==> config.mk <==
export PLATFORM = sky130hd
export DESIGN_NAME = piso_serializer_flat
export DESIGN_NICKNAME = d
export VERILOG_FILES = /design/src/rtl/piso_pkg.sv /design/src/rtl/piso_if.sv /design/src/rtl/piso_serializer.sv /design/src/flat_wrapper.sv
export SDC_FILE = /design/constraint.sdc
export NUM_CORES = 1
export LEC_CHECK = 0
export ABC_AREA = 1
export BUFFER_PORTS_ARGS = -buffer_cell sky130_fd_sc_hd__buf_2
export CAP_MARGIN = 20
export CORE_UTILIZATION = 30
export CTS_CLUSTER_DIAMETER = 100
export CTS_CLUSTER_SIZE = 30
export DETAILED_ROUTE_END_ITERATION = 7
export PLACE_DENSITY = 0.46
export SYNTH_ARGS = -nofsm -noshare
export SYNTH_HDL_FRONTEND = slang
export SYNTH_SLANG_ARGS = --single-unit
==> constraint.sdc <==
create_clock -name clk -period 1.5 [get_ports clk]
set_input_delay 0.15 -clock clk [delete_from_list [all_inputs] [get_ports clk]]
set_output_delay 0.15 -clock clk [all_outputs]
set_load 0.05 [all_outputs]
==> src/rtl/piso_pkg.sv <==
// Shared types and helpers for the parallel-in/serial-out serializer.
package piso_pkg;

  typedef enum logic {
    PISO_IDLE  = 1'b0,
    PISO_SHIFT = 1'b1
  } piso_state_e;

  // Width of the bit counter that walks 0..width-1.
  function automatic int piso_cnt_w(input int width);
    return (width > 1) ? $clog2(width) : 1;
  endfunction

endpackage

==> src/rtl/piso_if.sv <==
// Load handshake and serial output bundle of the serializer.
interface piso_if #(
  parameter int WIDTH = 8
);
  logic             pin_valid;
  logic [WIDTH-1:0] pin;
  logic             pin_ready;
  logic             sout;
  logic             sout_valid;
  logic             last;

  modport master (
    output pin_valid, pin,
    input  pin_ready, sout, sout_valid, last
  );

  modport slave (
    input  pin_valid, pin,
    output pin_ready, sout, sout_valid, last
  );
endinterface

==> src/rtl/piso_serializer.sv <==
// Parallel-in/serial-out serializer: valid/ready word load, ce-paced shifting,
// selectable bit order and gapless back-to-back framing.
module piso_serializer #(
  parameter int WIDTH     = 8,
  parameter bit LSB_FIRST = 1'b0
) (
  input  logic   clk,
  input  logic   rst,
  input  logic   ce,
  piso_if.slave  bus
);
  import piso_pkg::*;

  localparam int            CW       = piso_cnt_w(WIDTH);
  localparam logic [CW-1:0] CNT_LAST = CW'(WIDTH - 1);

  function automatic logic head_bit(input logic [WIDTH-1:0] w);
    return LSB_FIRST ? w[0] : w[WIDTH-1];
  endfunction

  // Vacated positions fill with zero.
  function automatic logic [WIDTH-1:0] shift_word(input logic [WIDTH-1:0] w);
    return LSB_FIRST ? {1'b0, w[WIDTH-1:1]} : {w[WIDTH-2:0], 1'b0};
  endfunction

  piso_state_e      state_q, state_d;
  logic [WIDTH-1:0] sreg_q, sreg_d;
  logic [CW-1:0]    cnt_q, cnt_d;
  logic             sout_q, sout_d;
  logic             sout_valid_q, sout_valid_d;
  logic             last_q, last_d;

  logic             at_last;
  logic             pin_ready;
  logic             accept;
  logic [WIDTH-1:0] sreg_shifted;
  logic [CW-1:0]    cnt_inc;

  assign at_last      = (cnt_q == CNT_LAST);
  assign pin_ready    = (state_q == PISO_IDLE) || ((state_q == PISO_SHIFT) && at_last && ce);
  assign accept       = bus.pin_valid && pin_ready;
  assign sreg_shifted = shift_word(sreg_q);
  assign cnt_inc      = cnt_q + 1'b1;

  always_comb begin
    state_d      = state_q;
    sreg_d       = sreg_q;
    cnt_d        = cnt_q;
    sout_d       = sout_q;
    sout_valid_d = sout_valid_q;
    last_d       = last_q;

    // A load can only happen from IDLE or on the final ce tick of a word,
    // so it takes priority over every shift/exit decision.
    if (accept) begin
      state_d      = PISO_SHIFT;
      sreg_d       = bus.pin;
      cnt_d        = '0;
      sout_d       = head_bit(bus.pin);
      sout_valid_d = 1'b1;
      last_d       = 1'b0;
    end else if ((state_q == PISO_SHIFT) && ce) begin
      if (at_last) begin
        state_d      = PISO_IDLE;
        sreg_d       = '0;
        cnt_d        = '0;
        sout_d       = 1'b0;
        sout_valid_d = 1'b0;
        last_d       = 1'b0;
      end else begin
        sreg_d = sreg_shifted;
        cnt_d  = cnt_inc;
        sout_d = head_bit(sreg_shifted);
        last_d = (cnt_inc == CNT_LAST);
      end
    end
  end

  always_ff @(posedge clk or posedge rst) begin
    if (rst) begin
      state_q      <= PISO_IDLE;
      sreg_q       <= '0;
      cnt_q        <= '0;
      sout_q       <= 1'b0;
      sout_valid_q <= 1'b0;
      last_q       <= 1'b0;
    end else begin
      state_q      <= state_d;
      sreg_q       <= sreg_d;
      cnt_q        <= cnt_d;
      sout_q       <= sout_d;
      sout_valid_q <= sout_valid_d;
      last_q       <= last_d;
    end
  end

  assign bus.pin_ready  = pin_ready;
  assign bus.sout       = sout_q;
  assign bus.sout_valid = sout_valid_q;
  assign bus.last       = last_q;

endmodule
==> src/flat_wrapper.sv <==
// flat-port wrapper written by rule: the top's interface ports become plain ports
module piso_serializer_flat import piso_pkg::*;
#(
  parameter int WIDTH     = 8,
  parameter bit LSB_FIRST = 1'b0
)
  (clk, rst, ce, bus_pin_valid, bus_pin, bus_pin_ready, bus_sout, bus_sout_valid, bus_last);
  piso_if #(.WIDTH(WIDTH)) bus_i ();
  input  logic clk;
  input  logic rst;
  input  logic ce;
  input wire logic [$bits(bus_i.pin_valid)-1:0] bus_pin_valid;
  input wire logic [$bits(bus_i.pin)-1:0] bus_pin;
  output wire logic [$bits(bus_i.pin_ready)-1:0] bus_pin_ready;
  output wire logic [$bits(bus_i.sout)-1:0] bus_sout;
  output wire logic [$bits(bus_i.sout_valid)-1:0] bus_sout_valid;
  output wire logic [$bits(bus_i.last)-1:0] bus_last;
  assign bus_i.pin_valid = bus_pin_valid;
  assign bus_i.pin = bus_pin;
  assign bus_pin_ready = bus_i.pin_ready;
  assign bus_sout = bus_i.sout;
  assign bus_sout_valid = bus_i.sout_valid;
  assign bus_last = bus_i.last;
  piso_serializer #(.WIDTH(WIDTH), .LSB_FIRST(LSB_FIRST)) u_core (.clk(clk), .rst(rst), .ce(ce), .bus(bus_i));
endmodule
# Word level (Yosys, flattened, before mapping)
# Cells that the tools add are included.
[totals] register_bits=13 latch_bits=0 mem_bits_rw=0 romBits=0 in_bits=12 output_inout_bits=4 word_cells=32 n_memories=0
[classes] n_addsub=1 multipliers=0 n_div=0 n_lt_le_gt_ge=0 eq_ne=2 shifts=0 mux=15 n_bitwise=1 reduce_logical=8
[op_table] operator="$mux W7" n=3
[op_table] operator="$mux W1" n=9
[op_table] operator="$mux W3" n=3
[op_table] operator="$eq A3 B3 Y1 const B" n=2
[op_table] operator="$logic_and A1 B1 Y1" n=4
[op_table] operator="$reduce_bool A2 Y1" n=2
[op_table] operator="$add A3 B1 Y3 const B" n=1
[op_table] operator="$reduce_and A2 Y1" n=1
[op_table] operator="$logic_or A1 B1 Y1" n=1
[op_table] operator="$not A1 Y1" n=1

# Longest topological paths before layout
# Gate-level depths: netlist of the first run.
[depth] word_depth=7 mapped_depth=8 mapped_depth_nobuf=8

# Worst setup path after synthesis of the first run
# OpenSTA, ideal clock, no wires.
[synth_path] kind="register to register" start="reg u_core.cnt_q[0]" end="reg u_core.sout_q (netlist: u_core.bus.sout)" setup_ns=0.066 arrival_time_ns=1.308 required_ns=1.434 setup_slack_ns=0.126 stages_incl_launch_ff=9 path_buffers=1 period_less_slack_ns=1.374 cell_sequence="dfrtp_1 -> ha_1 -> ha_1 -> nand2_1 -> nand2_1 -> buf_4 -> nand3_1 -> nand3_1 -> nand2_1"
[synth_via] elab_chain_len=6
[synth_lines] element="start: declaration" line="piso_serializer.sv:28" text="logic [CW-1:0] cnt_q, cnt_d;"
[synth_lines] element="start signal: assignment" line="piso_serializer.sv:90" text="cnt_q <= cnt_d;"
[synth_lines] element="$eq A3 B3 Y1 *" line="piso_serializer.sv:39" text="assign at_last = (cnt_q == CNT_LAST);"
[synth_lines] element="$logic_and A1 B1 Y1 * (2 in series)" line="piso_serializer.sv:40" text="assign pin_ready = (state_q == PISO_IDLE) || ((state_q == PISO_SHIFT) && at_last && ce);"
[synth_lines] element="$logic_or A1 B1 Y1 *" line="piso_serializer.sv:40"
[synth_lines] element="net bus_pin_ready" line="flat_wrapper.sv:14" text="output wire logic [$bits(bus_i.pin_ready)-1:0] bus_pin_ready;"
[synth_lines] element="$logic_and A1 B1 Y1 *" line="piso_serializer.sv:41" text="assign accept = bus.pin_valid && pin_ready;"
[synth_lines] element="$mux W1 or $reduce_bool A2 Y1 (tied branches)"
[synth_lines] element="end signal: assignment" line="piso_serializer.sv:91" text="sout_q <= sout_d;"
[synth_lines] element="end: declaration" line="piso_serializer.sv:29" text="logic sout_q, sout_d;"
# Mark *: on every way through the listed nets, which the timed path passes. The rest lies on a longest branch. The select of a mux whose other input is x is not followed.
# A chain may end at the register's enable or synchronous reset.

# Worst setup path in the final report of the first run
[layout_path] start="reg u_core.cnt_q[1]" end="out bus_pin_ready"
[layout_via] elab_chain_len=4
[layout_lines] element="$eq A3 B3 Y1" line="piso_serializer.sv:39"
[layout_lines] element="$logic_and A1 B1 Y1 (2 in series)" line="piso_serializer.sv:40"
[layout_lines] element="$logic_or A1 B1 Y1" line="piso_serializer.sv:40"
[layout_lines] element="end: declaration" line="flat_wrapper.sv:14"
# Every way passes these cells.

==> flow_summary.json, run 1 <==
{
  "cp_top_family": "flip-flops",
  "floorplan.initialDensity": 0.3235,
  "postRouteAntennaNets": 0,
  "finClkSkew_ns": 0.01432,
  "crit_fanout": 4,
  "grt_usage": 0.1493,
  "worstPathCellList": "ha_2 -> ha_4 -> nand2_4 -> nand2_4 -> buf_8",
  "syn-num-nets": 110,
  "cts_tree": "yes",
  "route.detailed.drc": 0,
  "cts_buffers": 3,
  "crit_start": "u_core.cnt_q[1]",
  "clk_path_buf_depth": 2,
  "path_class": "reg -> out",
  "worst_pin_slew_ns": 0.5103,
  "r2r_end": "u_core.bus.sout",
  "cts_root_buf": "clkbuf_4",
  "power_density_nw_per_um2": 1871,
  "io_buffers": 15,
  "clk_pin_slew_ns": 0.09,
  "cp_data_required_time_ns": 1.35,
  "final_nets": 134,
  "maxSlewViolCount": 0,
  "first_pass_iters": 2,
  "cp_num_cells": 5,
  "ios": 16,
  "dp_hpwl_um": 1076,
  "die_w_um": 51.31,
  "syn2layout_area_growth_pct": 27.79,
  "reg2reg_depth": 9,
  "cpPeakStageDelay_ns": 0.40,
  "viasPerCell": 4.452,
  "htree_levels": 1,
  "fillerInstances": 253,
  "ys_seq_area_frac": 0.4460,
  "worst_slack_ns": 0.02824,
  "die_y_um": 51.31,
  "yosys_register_bits": 13,
  "r2r_slack_ns": 0.08,
  "vias": 650,
  "fin_cells": 146,
  "hp-class": "in -> reg",
  "postSynthCellCount": 95,
  "cp_slowest_cell": "dfrtp_1",
  "fin_crit_ns": 1.472,
  "startpoint_type": "flip-flop",
  "first_global_vias": 635,
  "power.leakage_uw": 0.0005519,
  "worst_ir_drop_vdd_mv": 0.9914,
  "path_buf_inv": 1,
  "grt_max_degree": 14,
  "arrival_ns": 1.32,
  "avgSynthCellArea_um2": 7.678,
  "routed_wl_um": 1544,
  "drive_gt1_frac": 0.2966,
  "r2r-start": "u_core.cnt_q[1]",
  "dieArea_um2": 2633,
  "clk_latency_ns": 0.28,
  "place.gp.congestion": 0.7893,
  "fin_crit_sh": 0.9812,
  "wire_per_inst_um": 10.58,
  "finalSetupViolations": 0,
  "end_kind": "primary output",
  "antenna_found_initial": 0,
  "slew_headroom": 0.6595,
  "n_antenna_cell": 0,
  "rows": 17,
  "rsz0062_at_grt": "true",
  "grt.overflow.total": 0,
  "post-place-ws_ns": -0.01254,
  "cts.sinks": 13,
  "status": "complete, no violations",
  "core_area_um2": 2255,
  "hold_viol": 0,
  "syn_area_um2": 729.5,
  "max_cap_viol_count": 0,
  "max_freq_ghz": 0.6795,
  "synth_cell_types": 12,
  "crit_top_cell": "nand2_4",
  "numPlacedInstances": 138,
  "initialDrtViolationCount": 6,
  "grt_pass1_wl_um": 2801,
  "cp-endpoint": "bus_pin_ready",
  "synth_warnings": 0
}
[kinds of logic after synthesis]
family                   share of synthesized area
AND/OR/NAND/NOR                             0.3705
adder cells (fa/ha/maj)                    0.05146
AO/OA/AOI/OAI                              0.02573
buffers and inverters                       0.1064
flip-flops                                  0.4460
[worst min-delay path: stages]
cell and delay, ns:
buf_2 0.08, nand3_1 0.06, nand2_1 0.06
[state kept, by name (all words and copies together), names as in the netlist]
name,cells
u_core.sreg_q,7
u_core.cnt_q,3
u_core.bus.last,1
u_core.bus.sout,1
u_core.state_q,1
[per-stage QoR]
stage               power [uW]  hold slack (ns)  area (um2)  TNS (ns)  utilization
floorplan                 1205          0.02696       729.5         0            -
global placement          1402           0.2157       832.0         0       0.3690
detailed placement        1402           0.2196       832.0  -0.02235       0.3690
CTS                       1747          0.08090       917.1         0       0.4068
global route              1925           0.1209       932.1  -0.05171       0.4134
finish                    1744          0.09322       932.1         0       0.4134
[per-layer routing]
metal / part of all wire / wire [um] / up-vias / global-route usage
li1: - / - / 338 / -
met1: 0.49 / 749 / 297 / 0.1815
met2: 0.47 / 718 / 13 / 0.2478
met3: 0.040 / 61 / 2 / 0.05357
met4: 0.0091 / 14 / 0 / 0.04054
met5: 0 / 0 / - / 0
[how the worst min path moves through the flow]
stage | start | end | cells past startpoint
floorplan | rst | u_core.bus.last | 1
global placement | rst | u_core.sreg_q[6] | 2
detailed placement | rst | u_core.bus.sout | 2
CTS | bus_pin[0] | u_core.sreg_q[0] | 3
global route | bus_pin[0] | u_core.sreg_q[0] | 3
finish | bus_pin[0] | u_core.sreg_q[0] | 3
[synthesized netlist by cell type (all sizes together)]
cell type | n | area, um2
buf | 3 | 30.03
dfrtp | 13 | 325.3
ha | 3 | 37.54
inv | 12 | 47.55
nand2 | 44 | 185.2
nand3 | 17 | 85.08
o21ai | 3 | 18.77
[final cells by class]
| cell class | count | area [um2] | area share |
|---|---|---|---|
| sequential | 13 | 325.3 | 0.3490 |
| timing repair buffer | 22 | 140.1 | 0.1503 |
| clock inverter | 1 | 5.005 | 0.005369 |
| clock buffer | 3 | 22.52 | 0.02416 |
| tap | 28 | 35.03 | 0.03758 |
| inverter | 12 | 47.55 | 0.05101 |
| multi-input combinational | 67 | 356.6 | 0.3826 |
[cells in the final DEF, fill, tap and decap left out]
master,count
ha_4,1
buf_2,14
dfrtp_1,13
inv_1,11
nand3_1,17
inv_4,1
dlygate4sd3_1,1
ha_2,1
nand2_4,4
ha_1,1
o21ai_2,1
nand2_1,38
clkbuf_4,3
nand2_2,2
buf_8,1
o21ai_0,2
buf_4,6
clkinv_2,1
[what timing repair did]
item / CTS / global route
hold endpoints to repair: 13 / 0
gates resized for setup: 8 / 2
gates cloned: 0 / 0
setup buffers: 3 / 0
hold buffers: 1 / 0
pin swaps: 1 / 3
setup endpoints to repair: 5 / 6
[power by group]
part,switching (uW),internal (uW)
Sequential,96.5,490
Clock,123,98.9
Combinational,565,371
Total,784,959
No activity file was read; power rests on OpenSTA's default activity.
==> inputs of run 2 (changes only) <==
--- a/config.mk
+++ b/config.mk
@@ -5,13 +5,14 @@
 export SDC_FILE = /design/constraint.sdc
 export NUM_CORES = 1
 export LEC_CHECK = 0
-export ABC_AREA = 1
+export ABC_AREA = 0
 export BUFFER_PORTS_ARGS = -buffer_cell sky130_fd_sc_hd__buf_2
 export CAP_MARGIN = 20
 export CORE_UTILIZATION = 30
 export CTS_CLUSTER_DIAMETER = 100
 export CTS_CLUSTER_SIZE = 30
 export DETAILED_ROUTE_END_ITERATION = 7
+export GPL_ROUTABILITY_DRIVEN = 1
 export PLACE_DENSITY = 0.46
 export SYNTH_ARGS = -nofsm -noshare
 export SYNTH_HDL_FRONTEND = slang
==> run 2 against run 1 <==
  * Combinational power is 21% lower
  * Fmax decreased by 0.73%
  * Clock skew fell by 0.011 ns
  * Non-clock buffer count increased by 4
  * Highest routed layer unchanged
  * Synthesized area grew 15%
  * Sequential share of layout area decreased by 3.6 points
  * Clock-buffer cell count up 1
  * Critical path depth is the same
  * Routed wire length increased by 18%
  * Largest cell class unchanged
  * Die area is 14% higher
  * Total power shrank 13%
  * Register-to-register slack lost 0.02 ns
==> flow_summary.json, run 2 <==
{
  "clk_path_buf_depth": 2,
  "worst_ir_drop_vdd_mv": 0.7610,
  "vias": 716,
  "postRouteAntennaNets": 0,
  "largest_registers": "u_core.sreg_q x7, u_core.cnt_q x3",
  "pwr-share-comb": 0.488,
  "startpoint_type": "flip-flop",
  "core_area_um2": 2567,
  "avgSynthCellArea_um2": 10.10,
  "clk_pin_slew_ns": 0.08,
  "die_w_um": 54.86,
  "ys_top_cells_by_area": "dfrtp_1 39%, mux2i_1 9.6%, o221ai_1 6.3%",
  "final_common_cell": "buf_2",
  "fin_crit_sh": 0.9884,
  "synth_edf_count": 0,
  "rows": 18,
  "max_cap_viol_count": 0,
  "wire_per_inst_um": 13.35,
  "syn-num-nets": 98,
  "intPower_uw": 946.5,
  "grt.overflow.total": 0,
  "cts_root_buf": "clkbuf_4",
  "routed_wl_um": 1816,
  "viasPerCell": 5.265,
  "worst_pin_slew_ns": 0.5292,
  "final_util": 0.4045,
  "dp_hpwl_um": 1345,
  "cts_buffers": 3,
  "largest_register_ff_count": 7,
  "seqPwrFrac": 0.366,
  "syn2layout_area_growth_pct": 23.88,
  "synth_top_area_cell": "dfrtp_1",
  "reg2reg_depth": 7,
  "htree_levels": 1,
  "first_global_vias": 683,
  "crit_fanout": 6,
  "synth-async-reset-ratio": 1.000,
  "worst_slack_ns": 0.01743,
  "final_nets": 122,
  "synthTopCellsByCount": "13 x dfrtp_1, 11 x nand2_1, 8 x mux2i_1, 7 x nor2b_1",
  "power.leakage_uw": 0.0004960,
  "route.detailed.drc": 0,
  "whs_ns": 0.1651,
  "arrival_ns": 1.33,
  "path_class": "reg -> out",
  "initialDrtViolationCount": 14,
  "fin_crit_ns": 1.483,
  "clk_latency_ns": 0.28,
  "max_freq_ghz": 0.6745,
  "synth-main-ff-cell": "dfrtp_1",
  "synth_warnings": 0,
  "yosysMostFrequentCell": "dfrtp_1",
  "yosys_register_bits": 13,
  "postSynthCellCount": 83,
  "finClkSkew_ns": 0.002998,
  "p_switching_uw": 578.4,
  "regMostFlops": "u_core.sreg_q",
  "final_area_um2": 1039,
  "floorplan.initialDensity": 0.3265,
  "hp-class": "in -> reg",
  "cts.sinks": 13,
  "synth_cell_types": 26,
  "hold_viol": 0,
  "p_sw_frac": 0.3793,
  "place.gp.congestion": 0.7092,
  "dieArea_um2": 3010,
  "ios": 16,
  "finalSetupViolations": 0,
  "die_y_um": 54.86,
  "dpl_cell_area_um2": 955.9,
  "antenna_found_initial": 0,
  "power_density_nw_per_um2": 1468,
  "maxSlewViolCount": 0,
  "min_path_cells": 3,
  "slew_headroom": 0.6468,
  "post-place-ws_ns": -0.01681,
  "r2r_slack_ns": 0.06,
  "layout_common_cells": "14 x buf_2, 13 x dfrtp_1, 9 x nand2_1",
  "grt_usage": 0.1423,
  "synth_top_area_frac": 0.3881,
  "drive_gt1_frac": 0.3302,
  "syn_area_um2": 838.3,
  "power.total_uw": 1525,
  "pwr-share-clk": 0.146,
  "n_antenna_cell": 0,
  "io_buffers": 15,
  "rsz0062_at_grt": "true",
  "status": "complete, no violations",
  "grt_pass1_wl_um": 2967,
  "cp_data_required_time_ns": 1.35,
  "end_kind": "primary output",
  "grt_max_degree": 15,
  "ys_seq_area_frac": 0.3881,
  "first_pass_iters": 5,
  "cts_tree": "yes"
}
-- run 2: cell types whose count changed after synthesis, moves of 2 or more --
cell and change:
nand3_1 -17, o221ai_1 +6, nand2_1 -29, o21ai_0 -2
buf_6 +2, inv_1 -8, nand2_2 -2, nand2b_1 +3
a21oi_1 +2, a31oi_1 +6, a22o_1 +2, nor2b_1 +7
mux2i_1 +8
-- run 2: through the flow --
step           setup TNS (ns)  instances
2_1_floorplan               0         83
3_3_place_gp                0        130
3_5_place_dp         -0.01681        130
4_1_cts                     0        136
5_1_grt              -0.05434        136
6_report                    0        136
-- run 2: cells by family (layout without fill, tap and decap cells) --
kind of cell,count (synthesis),in the layout,share of synthesized area
AND/OR/NAND/NOR,26,26,0.1642
AO/OA/AOI/OAI,22,22,0.2030
flip-flops,13,13,0.3881
buffers and inverters,10,33,0.09103
multiplexers,9,9,0.1090
adder cells (fa/ha/maj),3,3,0.04478
-- run 2: power groups by stage --
stage,registers (uW),clock network [uW],logic [uW]
final,558,223,744
after detailed placement,557,0,676
after CTS,558,227,733
after floorplan,616,0,439
after global routing,575,239,825
after global placement,554,0,673
-- run 2: layout make-up --
cell class	count	area, um2
fill	269	1529
sequential	13	325.3
tap	30	37.54
timing repair buffer	26	181.4
inverter	3	11.26
multi-input combinational	60	456.7
clock buffer	4	26.28
-- run 2: critical path: stages, from the launching register on --
cell and delay, ns:
dfrtp_1 0.39, ha_2 0.20, ha_4 0.18, nand2_2 0.06, nand2_2 0.06, buf_8 0.15
-- run 2: final timing paths --
| kind | start | endpoint |
|---|---|---|
| max | u_core.cnt_q[0] | bus_pin_ready |
| max in group asynchronous | rst | u_core.sreg_q[6] |
| min reg2reg | u_core.sreg_q[1] | u_core.sreg_q[1] |
| max reg2reg | u_core.cnt_q[0] | u_core.sreg_q[2] |
| min | bus_pin[0] | u_core.sreg_q[0] |
| min in group asynchronous | rst | u_core.sreg_q[0] |
-- run 2: repair_timing --
item	in CTS	in global routing
cloned	0	0
buffers inserted	1	0
resized for setup	6	4
setup endpoints to repair	2	5
hold buffers	1	0
endpoints found under the hold margin	13	0
pin swaps	1	4
-- run 2: routing by layer --
layer | global-route usage | wire [um] | vias up
met2 | 0.2169 | 847 | 18
met5 | 0 | 0 | -
met4 | 0.07692 | 34 | 0
li1 | - | - | 355
met1 | 0.1879 | 846 | 339
met3 | 0.02500 | 88 | 4
==> inputs of run 3 (changes only) <==
--- a/config.mk
+++ b/config.mk
@@ -8,12 +8,14 @@
 export ABC_AREA = 0
 export BUFFER_PORTS_ARGS = -buffer_cell sky130_fd_sc_hd__buf_2
 export CAP_MARGIN = 20
+export CELL_PAD_IN_SITES_DETAIL_PLACEMENT = 2
+export CELL_PAD_IN_SITES_GLOBAL_PLACEMENT = 2
 export CORE_UTILIZATION = 30
-export CTS_CLUSTER_DIAMETER = 100
+export CTS_CLUSTER_DIAMETER = 50
 export CTS_CLUSTER_SIZE = 30
 export DETAILED_ROUTE_END_ITERATION = 7
 export GPL_ROUTABILITY_DRIVEN = 1
-export PLACE_DENSITY = 0.46
+export PLACE_DENSITY = 0.67
 export SYNTH_ARGS = -nofsm -noshare
 export SYNTH_HDL_FRONTEND = slang
 export SYNTH_SLANG_ARGS = --single-unit
==> run 3 against run 2 <==
  * Sequential cell count stayed put
  * First-iteration DRC count is 71% lower
  * Routed wire length is 39% higher
  * Combinational power is 15% higher
  * Register-to-register slack hardly changed
  * Non-clock buffer count is 3 higher
  * Critical endpoint unchanged
  * Clock power is 9.0% higher
  * The flow now finishes with violations (setup timing)
  * Global-route usage is 6.1 points higher
  * Highest routed layer unchanged
  * Die area stayed put
  * Worst hold slack worse by 0.0087 ns
  * Critical path depth stayed put
  * Utilization is 2.0 points higher
==> flow_summary.json, run 3 (synthesis results as in run 2) <==
{
  "final_nets": 125,
  "largest_register_ff_count": 7,
  "pwr-share-comb": 0.514,
  "viasPerCell": 5.460,
  "die_w_um": 54.86,
  "whs_ns": 0.1564,
  "seqPwrFrac": 0.340,
  "largest_registers": "u_core.sreg_q x7, u_core.cnt_q x3",
  "core_area_um2": 2567,
  "max_cap_viol_count": 0,
  "clk_path_buf_depth": 2,
  "hp-class": "in -> reg",
  "grt.overflow.total": 0,
  "postRouteAntennaNets": 0,
  "cp_slowest_cell": "dfrtp_1",
  "routed_wl_um": 2520,
  "drive_gt1_frac": 0.3945,
  "power.leakage_uw": 0.0005226,
  "worst_slack_ns": -0.005719,
  "hold_viol": 0,
  "worst_ir_drop_vdd_mv": 0.7491,
  "pwr-share-clk": 0.147,
  "clk_pin_slew_ns": 0.09,
  "grt_pass1_wl_um": 4140,
  "vias": 759,
  "intPower_uw": 988.4,
  "violations": "setup timing",
  "cp_top_family": "flip-flops",
  "initialDrtViolationCount": 4,
  "cts_buffers": 3,
  "die_y_um": 54.86,
  "rows": 18,
  "p_switching_uw": 670.8,
  "power_density_nw_per_um2": 1521,
  "dpl_cell_area_um2": 963.4,
  "end_kind": "primary output",
  "layout_common_cells": "14 x buf_2, 13 x buf_4, 13 x dfrtp_1",
  "fin_crit_ns": 1.506,
  "status": "finished, violations left",
  "slew_headroom": 0.6223,
  "cts.sinks": 13,
  "ios": 16,
  "grt_max_degree": 18,
  "first_global_vias": 830,
  "io_buffers": 15,
  "dp_hpwl_um": 1757,
  "antenna_found_initial": 0,
  "place.gp.congestion": 0.7520,
  "grt_usage": 0.2036,
  "cpPeakStageDelay_ns": 0.40,
  "regMostFlops": "u_core.sreg_q",
  "fin_crit_sh": 1.004,
  "path_class": "reg -> out",
  "floorplan.initialDensity": 0.3265,
  "cts_tree": "yes",
  "cts_root_buf": "clkbuf_4",
  "numPlacedInstances": 131,
  "syn2layout_area_growth_pct": 30.15,
  "finClkSkew_ns": 0.007763,
  "path_buf_inv": 1,
  "crit_fanout": 7,
  "worst_pin_slew_ns": 0.5660,
  "worstPathCellList": "ha_2 -> ha_4 -> nand2_4 -> nand2_4 -> buf_8",
  "route.detailed.drc": 0,
  "crit_top_cell": "nand2_4",
  "cp_data_required_time_ns": 1.35,
  "fin_cells": 139,
  "first_pass_iters": 4,
  "final_area_um2": 1091,
  "arrival_ns": 1.36,
  "clk_latency_ns": 0.30,
  "n_antenna_cell": 0,
  "p_sw_frac": 0.4043,
  "rsz0062_at_grt": "true",
  "wire_per_inst_um": 18.13,
  "startpoint_type": "flip-flop",
  "finalSetupViolations": 1,
  "htree_levels": 1,
  "final_common_cell": "buf_2",
  "max_freq_ghz": 0.6641,
  "maxSlewViolCount": 0,
  "dieArea_um2": 3010
}
## run 3: cell types whose count changed in the layout (fill, tap and decap cells not counted), sizes merged
cell,previous run,this run
buf,25,28
## run 3: what timing repair did
item | 4_1_cts | 5_1_grt
setup endpoints to repair | 8 | 3
buffers inserted | 4 | 1
hold buffers | 1 | 0
hold endpoints to repair | 13 | 0
pin swaps | 4 | 3
gates resized for setup | 9 | 6
## run 3: path summary, 6_finish.rpt
| check | start | endpoint | slack, ns | cells after the start |
|---|---|---|---|---|
| setup / recovery | u_core.cnt_q[1] | bus_pin_ready | -0.006 | 5 |
| hold / removal | bus_pin[0] | u_core.sreg_q[0] | 0.16 | 3 |
| setup reg to reg | u_core.cnt_q[1] | u_core.sreg_q[3] | 0.06 | 6 |
| hold reg to reg | u_core.sreg_q[6] | u_core.sreg_q[6] | 0.53 | 2 |
| max in group asynchronous | rst | u_core.bus.last | 0.68 | 3 |
| min in group asynchronous | rst | u_core.sreg_q[2] | 0.44 | 3 |
## run 3: cell type report
type,count,area [um2]
Clock buffer,4,26.28
Fill cell,293,1476
Inverter,3,11.26
Multi-Input combinational cell,60,498.0
Sequential cell,13,325.3
Tap cell,30,37.54
Timing Repair Buffer,29,192.7
## run 3: per-stage QoR
step                      power, uW  setup WS, ns    TNS, ns  utilization
after global placement         1228       0.02924          0       0.3752
after CTS                      1625      -0.01309   -0.01309       0.4123
after floorplan                1055      0.003402          0            -
after global routing           1801      -0.06124   -0.06956       0.4250
final                          1659     -0.005719  -0.005719       0.4250
after detailed placement       1278      -0.04932    -0.1405       0.3752
## run 3: power groups by stage
stage / Combinational (uW) / Clock (uW) / Sequential, uW
after global routing: 953 / 264 / 585
after floorplan: 439 / 0 / 616
after global placement: 674 / 0 / 554
final: 852 / 243 / 563
after CTS: 817 / 244 / 564
after detailed placement: 713 / 0 / 565
## run 3: routing by layer
| metal | wire length, um | vias up | part of all wire | GRT usage |
|---|---|---|---|---|
| li1 | - | 357 | - | - |
| met3 | 60 | 3 | 0.024 | 0.03333 |
| met2 | 1314 | 12 | 0.52 | 0.3474 |
| met4 | 34 | 0 | 0.013 | 0.06410 |
| met1 | 1111 | 387 | 0.44 | 0.2571 |
| met5 | 0 | - | 0 | 0 |
## run 3: worst register-to-register path, delay by kind of cell, from the launching register on
kind | cells | cell delay, ns
AND/OR/NAND/NOR | 1 | 0.05
flip-flops | 1 | 0.38
AO/OA/AOI/OAI | 2 | 0.39
buffers and inverters | 1 | 0.14
adder cells (fa/ha/maj) | 2 | 0.39
